## config.mk

```make
export PLATFORM = sky130hd
export DESIGN_NAME = aes_cbc_chain_ctrl
export DESIGN_NICKNAME = d
export VERILOG_FILES = /design/src/rtl/aes_cbc_chain_ctrl.sv
export SDC_FILE = /design/constraint.sdc
export NUM_CORES = 1
export LEC_CHECK = 0
export BUFFER_PORTS_ARGS = -buffer_cell sky130_fd_sc_hd__buf_2
export CORE_AREA = 4 4 396 398
export CTS_BUF_LIST = sky130_fd_sc_hd__clkbuf_4
export CTS_CLUSTER_DIAMETER = 40
export CTS_CLUSTER_SIZE = 8
export DETAILED_ROUTE_END_ITERATION = 6
export DIE_AREA = 0 0 400 402
export SYNTH_ARGS = -nofsm -noshare
export SYNTH_HDL_FRONTEND = slang
export SYNTH_SLANG_ARGS = --single-unit
```

## constraint.sdc

```tcl
create_clock -name clk -period 2.1 [get_ports clk]
set_clock_uncertainty 0.15 [all_clocks]
set_input_delay 0.42 -clock clk [delete_from_list [all_inputs] [get_ports clk]]
set_output_delay 0.42 -clock clk [all_outputs]
set_load 0.01 [all_outputs]
```

## src/rtl/aes_cbc_chain_ctrl.sv

```systemverilog
// CBC chaining controller around a combinational AES-128 encrypt core: one block in flight at a time.
// Optional block counter output blk_cnt is compiled in when AES_CBC_BLKCNT_EN is defined.
module aes_cbc_chain_ctrl #(
    parameter int WAIT_CYC = 2
) (
    input  logic         clk,
    input  logic         rst,
    input  logic         start,
    input  logic [127:0] iv_in,
    input  logic [127:0] key_in,
    input  logic         pt_valid,
    input  logic         pt_last,
    input  logic [127:0] pt_data,
    output logic         pt_ready,
    output logic         ct_valid,
    output logic         ct_last,
    output logic [127:0] ct_data,
    input  logic         ct_ready,
    output logic [127:0] core_in,
    output logic [127:0] core_iv,
    output logic [127:0] core_key,
    input  logic [127:0] core_out,
`ifdef AES_CBC_BLKCNT_EN
    output logic [31:0]  blk_cnt,
`endif
    output logic         busy
);

    typedef enum logic [1:0] {
        IDLE   = 2'd0,
        ACCEPT = 2'd1,
        WAIT   = 2'd2,
        HOLD   = 2'd3
    } state_t;

    localparam logic [3:0] WAIT_LAST = 4'(WAIT_CYC);

    state_t       state;
    logic [127:0] chain_reg;
    logic [127:0] key_reg;
    logic [127:0] pt_reg;
    logic [127:0] ct_reg;
    logic         last_reg;
    logic [3:0]   cnt;

    // The core sees only held registers, so its output is settled by the capture edge.
    assign core_in  = pt_reg;
    assign core_iv  = chain_reg;
    assign core_key = key_reg;
    assign ct_data  = ct_reg;
    assign ct_last  = last_reg;

    always_ff @(posedge clk) begin
        if (rst) begin
            state     <= IDLE;
            chain_reg <= '0;
            key_reg   <= '0;
            pt_reg    <= '0;
            ct_reg    <= '0;
            last_reg  <= 1'b0;
            cnt       <= '0;
            pt_ready  <= 1'b0;
            ct_valid  <= 1'b0;
            busy      <= 1'b0;
`ifdef AES_CBC_BLKCNT_EN
            blk_cnt   <= '0;
`endif
        end else begin
            case (state)
                IDLE: begin
                    if (start) begin
                        chain_reg <= iv_in;
                        key_reg   <= key_in;
                        state     <= ACCEPT;
                        pt_ready  <= 1'b1;
                        busy      <= 1'b1;
`ifdef AES_CBC_BLKCNT_EN
                        blk_cnt   <= '0;
`endif
                    end
                end
                ACCEPT: begin
                    if (pt_valid) begin
                        pt_reg   <= pt_data;
                        last_reg <= pt_last;
                        cnt      <= 4'd1;
                        state    <= WAIT;
                        pt_ready <= 1'b0;
                    end
                end
                WAIT: begin
                    cnt <= cnt + 4'd1;
                    if (cnt == WAIT_LAST) begin
                        ct_reg   <= core_out;
                        state    <= HOLD;
                        ct_valid <= 1'b1;
                    end
                end
                HOLD: begin
                    if (ct_ready) begin
                        chain_reg <= ct_reg;
                        ct_valid  <= 1'b0;
`ifdef AES_CBC_BLKCNT_EN
                        blk_cnt   <= blk_cnt + 32'd1;
`endif
                        if (last_reg) begin
                            state <= IDLE;
                            busy  <= 1'b0;
                        end else begin
                            state    <= ACCEPT;
                            pt_ready <= 1'b1;
                        end
                    end
                end
                default: begin
                    state    <= IDLE;
                    pt_ready <= 1'b0;
                    ct_valid <= 1'b0;
                    busy     <= 1'b0;
                end
            endcase
        end
    end

endmodule

```

==> results by group <==
Floorplanning
  • Placeable Area: 153000 um2
  • Die Y: 402 um
  • I/O pin cnt: 1034
  • Die Wd: 400 um
  • Die area: 161000 um2
  • Initial Util: 0.130
  • # rows: 144

Timing
  • Final count of hold timing violations: 0
  • Setup Viol. Count Final: 12
  • Relative slew margins: 0.594
  • Peak Freq: 468 MHz
  • Min Tclk post-route: 2.14 ns
  • Final worst path period share: 1.02
  • RSZ-0062 raised after global routing: yes
  • Actual slew at the worst max-slew pin: 0.609 ns
  • Slew Viols, Final: 0
  • Setup ws final: -0.0351 ns
  • Setup TNS: -0.208 ns

Final layout
  • Final Non-Filler Cells: 6619
  • Final instance area: 44400 um2
  • Area grow syn2layout: 122%
  • Share of cells above drive strength 1: 0.482
  • Nets: 4961

Yosys
  • Largest area contributor in the netlist: dfxtp_1
  • Synthesized area per cell: 8.65 um2
  • Ys Warns: 0
  • Synth Flop Type: dfxtp_1
  • Net Count, Synth: 2835
  • Commonest cells in the netlist: nand2_1, dfxtp_1, a21oi_1, nor2_1, mux2i_1
  • Most common cell in the netlist: nand2_1
  • Syn Inst Count: 2309
  • Top post-synthesis cells by area: dfxtp_1, nand2_1, a21oi_1
  • Cell Area, Synth: 20000 um2
  • Post-synth EDFFs: 0
  • Unique masters post-synth: 30
  • Async S/R FF share, synth: 0
  • Seq/Total Area, Yosys: 0.523
  • Yosys reg bits: 522
  • Top-area cell type share of the netlist area: 0.523

Clock network
  • Worst skew pair latency: 0.98 ns
  • H-tree depth: 3
  • CTS Buf Count: 100
  • Clock slew at reported path FFs: 0.10 ns
  • CTS tree: built
  • Root buf cell: clkbuf_4
  • Clk sink count: 522
  • CTS max path bufs: 3

GRT
  • Vias in the first global route: 27800
  • Largest net degree at the start of global routing: 75
  • Wire length of the first global-routing pass: 205000 um
  • Initial antenna violation count: 98
  • Global Route Usage Sum: 0.178
  • GRT overflow: 0

Worst setup path
  • R2R Setup Slk: 0.07 ns
  • Slowest cell on crit path: dfxtp_4
  • Largest stage delay on the critical path: 0.42 ns
  • CP Launch Type: flip-flop
  • Crit path max fanout: 3
  • Worst path buffer plus inverter count: 1
  • Largest delay share family, worst path: flip-flops
  • Worst path arrival time: 1.57 ns
  • Critical Path, Cell by Cell: buf_6
  • Required time of the critical path: 1.53 ns
  • Crit Path Class: flip-flop to primary output
  • Crit. End Element: primary output

Power
  • Logic pwr share: 0.406
  • Switch share: 0.360
  • Reg power frac: 0.347
  • Leakage: 18.1 nW
  • NetSw: 13.7 mW
  • Clock power frac: 0.247
  • Power Dens Cells: 855 nW/um2
  • Worst VDD drop: 546 uV
  • P_int: 24.3 mW

Drt
  • Average wire per standard cell: 23.1 um
  • Drc violations: 0
  • Vias per Instance: 4.11
  • Post-route ant nets: 0
  • Drt initial violations: 2483
  • Final WL: 153000 um
  • DR pass1 iterations: 6
  • Vias: 27200

Run status
  • Failing checks: setup timing
  • Status: complete, but fails checks

Placed design
  • Post-DP HPWL: 108000 um
  • Area of placed instances: 28000 um2
  • PortBufs: 1033
  • Placer Congestion: 0.951
  • Inst Count DP: 5303

Job
  • Max cap viols: 0

Hold path
  • Hold Crit Class: input pin to flip-flop
-- final timing paths --
check	from	end	depth (start not counted)
setup / recovery	ct_data[90]	ct_data[90]	1
hold / removal	key_in[26]	core_key[26]	4
setup reg to reg	state[1]	core_iv[120]	6
hold reg to reg	core_in[26]	core_in[26]	2
-- sequential cells by signal, summed over array words and instances, names as in the netlist --
register / flops
ct_valid: 1
busy: 1
ct_last: 1
core_iv: 128
core_key: 128
pt_ready: 1
ct_data: 128
cnt: 4
state: 2
core_in: 128
-- logic make-up after synthesis --
group                    count (synthesis)  share of synthesized area
AO/OA/AOI/OAI                          530                      0.180
adder cells (fa/ha/maj)                  8                    0.00501
buffers and inverters                  192                     0.0497
flip-flops                             522                      0.523
multiplexers                           131                     0.0657
AND/OR/NAND/NOR                        926                      0.176
-- what timing repair did --
action	in CTS	in global routing
setup endpoints to repair	517	647
hold buffers	852	0
endpoints found under the hold margin	522	0
pin swaps	0	6
buffers inserted	132	81
gates cloned	0	10
resized for setup	1302	50
-- cell type report --
class	count	area [um2]
Sequential cell	522	11300
Fill cell	15700	109000
Timing Repair Buffer	2210	20100
Inverter	6	22.5
Multi-Input combinational cell	1595	8620
Clock inverter	57	754
Clock buffer	112	841
Antenna cell	73	183
Tap cell	2044	2560
-- placed cells by master, fill, tap and decap left out, types with 4 or more instances in the layout --
master / n
buf_8: 8
dfxtp_1: 4
buf_12: 40
nand2b_1: 5
nor2_1: 135
nand2_1: 772
clkbuf_4: 112
ha_1: 6
buf_16: 4
clkinv_2: 11
diode_2: 73
dfxtp_4: 71
mux2i_1: 129
a211oi_1: 8
dlygate4sd3_1: 852
buf_6: 519
dfxtp_2: 447
clkbuf_16: 7
inv_1: 4
clkinv_4: 7
a211oi_2: 121
bufinv_16: 17
a21oi_1: 390
clkinv_1: 10
buf_2: 516
buf_4: 264
clkinvlp_4: 8
-- metrics by stage --
step,utilization,power (mW),hold slack (ns),setup slack [ns]
finish,0.290,38.0,0.167,-0.0351
CTS,0.282,36.7,0.000238,-0.221
global route,0.289,39.7,0.0240,-0.219
global placement,0.183,22.9,0.290,-0.00952
floorplan,-,18.2,0.309,0.248
detailed placement,0.183,23.1,0.294,-0.0278
-- routing by layer --
metal  share of wire  vias to the layer above  GRT usage
li1                -                    12000          -
met1            0.37                    12900      0.200
met2            0.46                     1687      0.283
met3            0.10                      537     0.0671
met4           0.065                       18      0.109
met5         0.00076                        -          0
-- power by group through the flow --
| stage | Sequential, mW | Clock (mW) | Combinational [mW] |
|---|---|---|---|
| 3_3_place_gp | 12.6 | 0 | 10.3 |
| 3_5_place_dp | 12.6 | 0 | 10.5 |
| 4_1_cts | 13.1 | 9.69 | 13.9 |
| 5_1_grt | 13.3 | 10.1 | 16.3 |
| 6_report | 13.2 | 9.39 | 15.4 |
| 2_1_floorplan | 13.2 | 0 | 4.98 |
Power figures use the tool's default switching activity.
